===== src/rtl/seq_mul_ctrl.sv =====
// Sequential shift-add multiplier (unsigned or signed), one multiplier bit per clock.
// Define MUL_EARLY_TERM_EN to end a run once the remaining multiplier bits are all zero.
`timescale 1ns/1ps
module seq_mul_ctrl #(
  parameter int WIDTH = 32
) (
  input  logic               clk,
  input  logic               rst,
  input  logic               start,
  input  logic               signed_mode,
  input  logic [WIDTH-1:0]   a,
  input  logic [WIDTH-1:0]   b,
  output logic               busy,
  output logic               done,
  output logic [2*WIDTH-1:0] product
);

  localparam int CW = $clog2(WIDTH + 1);
  localparam logic [CW-1:0] LAST_CNT = CW'(WIDTH - 1);

  typedef enum logic {
    IDLE,
    RUN
  } state_t;

  state_t state_q, state_d;

  logic [2*WIDTH-1:0] mcand;
  logic [2*WIDTH-1:0] acc;
  logic [WIDTH-1:0]   mplier;
  logic [CW-1:0]      cnt;
  logic               neg;

  logic [WIDTH-1:0]   abs_a;
  logic [WIDTH-1:0]   abs_b;
  logic               neg_in;
  logic [2*WIDTH-1:0] acc_sum;
  logic [WIDTH-1:0]   mplier_next;
  logic [2*WIDTH-1:0] result;
  logic               finish_cond;
  logic               load;
  logic               step;
  logic               finish_now;

  // The most negative operand maps to 2^(WIDTH-1), which still fits unsigned.
  assign abs_a  = (signed_mode && a[WIDTH-1]) ? -a : a;
  assign abs_b  = (signed_mode && b[WIDTH-1]) ? -b : b;
  assign neg_in = signed_mode & (a[WIDTH-1] ^ b[WIDTH-1]);

  assign acc_sum     = mplier[0] ? (acc + mcand) : acc;
  assign mplier_next = mplier >> 1;
  assign result      = neg ? -acc_sum : acc_sum;

`ifdef MUL_EARLY_TERM_EN
  assign finish_cond = (mplier_next == '0) || (cnt == LAST_CNT);
`else
  assign finish_cond = (cnt == LAST_CNT);
`endif

  always_ff @(posedge clk or posedge rst) begin
    if (rst) begin
      state_q <= IDLE;
    end else begin
      state_q <= state_d;
    end
  end

  always_comb begin
    state_d    = state_q;
    load       = 1'b0;
    step       = 1'b0;
    finish_now = 1'b0;
    case (state_q)
      IDLE: begin
        if (start) begin
          state_d = RUN;
          load    = 1'b1;
        end
      end
      RUN: begin
        step = 1'b1;
        if (finish_cond) begin
          state_d    = IDLE;
          finish_now = 1'b1;
        end
      end
      default: state_d = IDLE;
    endcase
  end

  always_ff @(posedge clk or posedge rst) begin
    if (rst) begin
      mcand  <= '0;
      acc    <= '0;
      mplier <= '0;
      cnt    <= '0;
      neg    <= 1'b0;
    end else if (load) begin
      mcand  <= {{WIDTH{1'b0}}, abs_a};
      acc    <= '0;
      mplier <= abs_b;
      cnt    <= '0;
      neg    <= neg_in;
    end else if (step) begin
      mcand  <= mcand << 1;
      acc    <= acc_sum;
      mplier <= mplier_next;
      cnt    <= cnt + CW'(1);
    end
  end

  // Product is only touched on a completion edge, so it holds between operations.
  always_ff @(posedge clk or posedge rst) begin
    if (rst) begin
      busy    <= 1'b0;
      done    <= 1'b0;
      product <= '0;
    end else begin
      busy <= (state_d == RUN);
      done <= finish_now;
      if (finish_now) begin
        product <= result;
      end
    end
  end

endmodule


===== config.mk =====
export PLATFORM = sky130hd
export DESIGN_NAME = seq_mul_ctrl
export DESIGN_NICKNAME = d
export VERILOG_FILES = /design/src/rtl/seq_mul_ctrl.sv
export SDC_FILE = /design/constraint.sdc
export NUM_CORES = 1
export LEC_CHECK = 0
export ABC_AREA = 1
export CORE_MARGIN = 5
export CORE_UTILIZATION = 60
export DETAILED_ROUTE_END_ITERATION = 7
export HOLD_SLACK_MARGIN = 0.08
export PLACE_DENSITY_LB_ADDON = 0.2
export SYNTH_ARGS = -nofsm -noshare
export SYNTH_HDL_FRONTEND = slang
export SYNTH_SLANG_ARGS = --single-unit

===== constraint.sdc =====
create_clock -name clk -period 11.6 [get_ports clk]
set_input_delay 2.32 -clock clk [delete_from_list [all_inputs] [get_ports clk]]
set_output_delay 2.32 -clock clk [all_outputs]
set_load 0.01 [all_outputs]

==> metrics.yaml, run 1 <==
outcome: "finished clean"
p_seq_share_pct: 20.5
final_cell_count_no_fill: 3854
grt_pass1_vias: 20792
swShare_pct: 55.6
numCtsBuffers: 28
dieHeight_um: 193
holdWs_ns: 0.484
antenna_found_initial: 0
drcViolationCount: 0
dieArea_um2: 37300
cp-end-kind: "flop"
tightest_slew_ns: 1.27
rsz0062_at_grt: "false"
syn_nets: 3440
power_leakage_nw: 12.2
worst_setup_path_start_kind: "input pin"
arrival_ns: 5.29
crit_slowest_cell: "clkdlybuf4s50_1"
ff_latch_area_um2: 5840
yosysWarnings: 0
initial_core_util_pct: 60.3
synth-edff-count: 0
fillCellCount: 3012
critPathKind: "in -> reg"
timing.setup.tns_ns: 0
netlist.area_leader.share_pct: 29.0
synth_cell_types: 51
power.density_nw_per_um2: 314
totalPowerFinal_mw: 7.15
cts_tree: "done"
pwr-share-comb_pct: 66.5
netlist_instances: 3304
synth_top_cells_by_count: "nand2_1 (1,213), inv_1 (537), nand3_1 (254)"
diodes: 0
slew_viol_final: 0
core_area_um2: 33400
drt_iter0_drc: 2477
clkPwrFrac_pct: 13.0
worstPathRequired_ns: 12.07
ys_ff_latch: 233
grt.total_usage_pct: 37.9
gp_congestion: 1.00
cp_cell_sequence: "clkdlybuf4s50_1 > inv_1 > ha_1 > nand3_1 > nor3_2 > nand3_1 > nor3_2 > nand3_1 > nor3_1 > nand2_1 > nor2_1 > nand2_1 > nand2_1 > o21ai_0 > xnor2_1 > o21ai_0"
synthesis.area_um2: 20100
setup_viol: 0
clkTransAtPathRegs_ns: 0.06
root_buffer: "clkbuf_16"
ys.flop_type: "dfrtp_1"
fin_skew_ns: 0.0416
yosysMostFrequentCell: "nand2_1"
placement_rows: 67
grt_overflow: 0
dieWidth_um: 193
viasPerCell: 5.74
multi_input_area_um2: 11800
layout.nets: 3520
finalCriticalPeriod_ns: 4.82
syn2layout_area_growth_pct: 12.9
hold_class: "reg -> reg"
yosys-top-cells-area: "dfrtp_1 (29%), nand2_1 (23%), inv_1 (10%), nand3_1 (6.3%), ha_1 (4.2%)"
slowest_delay_ns: 0.41
hold_buffers: 0
ant_nets: 0
postCtsSetupBuffers: 0
h-tree-depth: 1
synth_seq_area_share_pct: 29.0
synthArstFlopShare_pct: 100
switchingPower_mw: 3.97
max_cap_viol_count: 0
clk_latency_ns: 0.59
path_buf_inv: 2
yosysTopAreaCell: "dfrtp_1"
dpl.hpwl_mm: 54.4
grt_pass1_wl_mm: 112
place_inst: 3802
postCtsResizedCells: 0
io_buffers: 133
fmax_mhz: 207
critPathMaxFanout: 5
hold_viol_final: 0
max_slew_margin_pct: 15.3
p_int_mw: 3.17
fin_crit_sh_pct: 41.6
clkSinkCount: 233
cp_top_family: "simple AND/OR/NAND/NOR gates"
syn_avg_cell_area_um2: 6.09
drive_gt1_share_pct: 6.81
grt_max_degree: 103
post_drt_wl_per_cell_um: 18.5
io_pins: 134
routed_wl_mm: 71.1
dr.pass1.iters: 8
vias: 22128
ir_worst_vdd_v: 0.000175
cts_buffer_depth: 3
-- per-layer routing --
| metal | share of wire (%) | global-route usage [%] |
|---|---|---|
| met1 | 43 | 55.4 |
| met2 | 42 | 57.5 |
| met3 | 12 | 8.71 |
| met4 | 3.0 | 8.77 |
| met5 | 0 | 0 |
-- state kept, by name (all words and copies together) (netlist names) --
signal	cells
acc	64
busy	1
cnt	6
done	1
mcand	64
mplier	32
neg	1
product	64
-- per-stage QoR --
stage	util (%)	instance area, µm²	worst slack, ns
floorplan	-	20100	2.89
global placement	65.2	21800	6.56
detailed placement	65.2	21800	6.29
CTS	68.1	22700	6.89
global route	68.1	22700	6.61
finish	68.1	22700	6.78
-- power groups by stage --
stage | sequential, mW | combinational [mW] | clock, mW
after floorplan | 1.37 | 3.18 | 0
final | 1.47 | 4.75 | 0.927
after CTS | 1.45 | 4.60 | 0.927
after global placement | 1.44 | 4.44 | 0
after detailed placement | 1.45 | 4.56 | 0
after global routing | 1.49 | 5.24 | 0.960
-- tightest hold or removal path, delay by kind of cell (launching register included) --
family | cells | cell delay [ns]
DFF | 1 | 0.34
and+or+nand+nor | 2 | 0.11
-- final cells by class --
type / count / area share [%]
inverter: 575 / 9.54
clock buffer: 43 / 3.73
sequential: 233 / 25.7
timing repair buffer: 146 / 6.29
tap: 448 / 2.47
clock inverter: 9 / 0.572
multi-input combinational: 2400 / 51.7
-- kinds of logic after synthesis --
kind of cell | Yosys count | share of synthesized area, %
and+or+nand+nor | 1880 | 39.9
xor gates and xnor gates | 44 | 1.91
DFF | 233 | 29.0
adders and majority gates | 68 | 4.26
buffers and inverters | 671 | 12.7
AOI/OAI and AO/OA | 408 | 12.3
-- cell usage in the layout, fill, tap and decap left out, types with 4 or more instances in the layout --
master / count
nor2_4: 12
nand3_1: 254
nand3_2: 15
o21ai_1: 18
a22oi_1: 54
o22ai_1: 82
clkinv_1: 7
nor3_2: 12
clkbuf_1: 6
clkbuf_8: 9
ha_1: 67
clkdlybuf4s50_1: 133
and2_1: 7
nor4_1: 4
nand4_1: 30
o221ai_1: 7
xnor2_1: 14
o211ai_1: 5
clkbuf_16: 28
xor2_1: 30
o21bai_1: 5
nor3_1: 36
nand2_1: 1213
o21ai_0: 112
nand3b_1: 8
nand2_2: 36
nor2_2: 43
o21ai_2: 8
dfrtp_1: 230
buf_4: 13
inv_1: 534
inv_2: 32
nor2_1: 202
o31ai_1: 16
a21oi_1: 87
-- final timing paths --
path	from	end	slack, ns	cells past startpoint
min reg2reg	product[57]$_DFFE_PP0P_	product[57]$_DFFE_PP0P_	0.48	2
max reg2reg	acc[0]$_DFFE_PP0P_	product[49]$_DFFE_PP0P_	7.67	23
max in group asynchronous	rst	mplier[0]$_DFFE_PP0P_	7.69	3
min in group asynchronous	rst	mcand[21]$_DFFE_PP0P_	2.26	2
min	product[57]$_DFFE_PP0P_	product[57]$_DFFE_PP0P_	0.48	2
max	a[0]	mcand[30]$_DFFE_PP0P_	6.78	16
No activity file was read; power rests on OpenSTA's default activity.
==> inputs of run 2 (changes only) <==
CORE_UTILIZATION = 55   (was 60)
clock period = 3.9 ns   (was 11.6 ns; I/O delays follow)
==> metrics.yaml, run 2 (same netlist as run 1, synthesis figures left out) <==
outcome: "finished clean"
syn2layout_area_growth_pct: 14.3
dieWidth_um: 201
ir_worst_vdd_v: 0.000478
ant_nets: 0
worstPathRequired_ns: 4.36
final_cell_mix: "nand2_1 (1,209), inv_1 (533), nand3_1 (253)"
max_slew_margin_pct: 38.4
gp_congestion: 1.02
fin_skew_ns: 0.0183
io_pins: 134
power.density_nw_per_um2: 934
grt_pass1_vias: 20592
totalPowerFinal_mw: 21.5
grt_overflow: 0
dieArea_um2: 40500
post_drt_wl_per_cell_um: 18.7
layout.nets: 3546
fmax_mhz: 268
grt_pass1_wl_mm: 113
power_leakage_nw: 12.3
hold_class: "reg -> reg"
routed_wl_mm: 72.8
fillCellCount: 3415
viasPerCell: 5.64
dpl.hpwl_mm: 57.1
hold_buffers: 0
clkSinkCount: 233
dr.pass1.iters: 6
numCtsBuffers: 29
initial_core_util_pct: 55.4
placement_rows: 70
drt_iter0_drc: 2219
final_util_pct: 63.3
vias: 21995
root_buffer: "clkbuf_16"
timing.setup.tns_ns: 0
io_buffers: 133
top_regs: "acc x64, mcand x64, product x64"
setup_viol: 0
grt.total_usage_pct: 34.9
cp-end-kind: "flop"
drive_gt1_share_pct: 7.86
h-tree-depth: 1
critPathKind: "reg -> reg"
grt_max_degree: 118
dieHeight_um: 201
final_common_cell: "nand2_1"
antenna_found_initial: 0
core_area_um2: 36300
diodes: 0
holdWs_ns: 0.480
arrival_ns: 4.20
drcViolationCount: 0
clk_latency_ns: 0.60
worst_setup_path_start_kind: "flop"
slew_viol_final: 0
hold_viol_final: 0
tightest_slew_ns: 0.924
cts_buffer_depth: 3
max_cap_viol_count: 0
cts_tree: "done"
clkTransAtPathRegs_ns: 0.07
critPathMaxFanout: 5
finalCriticalPeriod_ns: 3.74
fin_crit_sh_pct: 95.8
run 2: cell count changes in the layout (fill, tap and decap cells not counted), moves of 4 or more:
cell / before / now
nor2_2: 43 / 47
nor2_1: 202 / 198
nand2_2: 36 / 40
buf_4: 13 / 34
nand2_1: 1213 / 1209
ha_1: 67 / 63
buf_12: 0 / 4
run 2: repair_timing:
| action | CTS | global route |
|---|---|---|
| endpoints found under the setup margin | 0 | 20 |
| buffers inserted | 0 | 0 |
| resized for setup | 0 | 16 |
run 2: layer usage:
layer | share of wire [%] | track usage [%] | wire (µm)
met5 | 0 | 0 | 0
met4 | 3.3 | 9.77 | 2400
met3 | 12 | 10.1 | 8810
met2 | 41 | 51.3 | 30100
met1 | 43 | 50.3 | 31600
run 2: critical path, cell delays in order, from the launching register on:
cell	delay, ns
dfrtp_1	0.47
ha_1	0.44
nand2_1	0.14
nor2_1	0.32
inv_1	0.09
nor2_2	0.18
nand2_1	0.09
clkinv_1	0.05
nand2_1	0.06
nand2_1	0.17
nand2_1	0.10
nand2_1	0.07
nand2_1	0.04
nand2_1	0.18
nand2_1	0.12
nor2_1	0.22
nand2_2	0.22
o21bai_2	0.29
nand2_1	0.09
nand3_1	0.15
nand2_1	0.08
run 2: metrics by stage:
stage	cell area, µm²	setup slack (ns)	std cells
floorplan	20100	0.0701	3304
global placement	22000	0.0593	3847
detailed placement	22000	0.128	3847
CTS	23000	0.0931	3901
global route	23000	-0.0121	3901
finish	23000	0.164	3901
run 2: cell type report:
cell class / count / area, µm² / area share [%]
Clock inverter: 10 / 103 / 0.446
Multi-Input combinational cell: 2400 / 11800 / 51.3
Clock buffer: 44 / 842 / 3.66
Sequential cell: 233 / 5840 / 25.4
Tap cell: 468 / 586 / 2.54
Timing Repair Buffer: 171 / 1670 / 7.24
Inverter: 575 / 2160 / 9.41
run 2: final timing paths:
kind	from	endpoint	slack (ns)	depth (start not counted)
setup / recovery	acc[27]$_DFFE_PP0P_	product[47]$_DFFE_PP0P_	0.16	20
hold / removal	product[50]$_DFFE_PP0P_	product[50]$_DFFE_PP0P_	0.48	2
setup reg to reg	acc[27]$_DFFE_PP0P_	product[47]$_DFFE_PP0P_	0.16	20
hold reg to reg	product[50]$_DFFE_PP0P_	product[50]$_DFFE_PP0P_	0.48	2
max in group asynchronous	rst	mcand[56]$_DFFE_PP0P_	2.31	3
min in group asynchronous	rst	acc[15]$_DFFE_PP0P_	0.57	2
run 2: power breakdown:
group	switching, mW	internal [mW]
Sequential	0.877	3.43
Combinational	9.91	4.55
Clock	1.17	1.56
Total	12.0	9.54
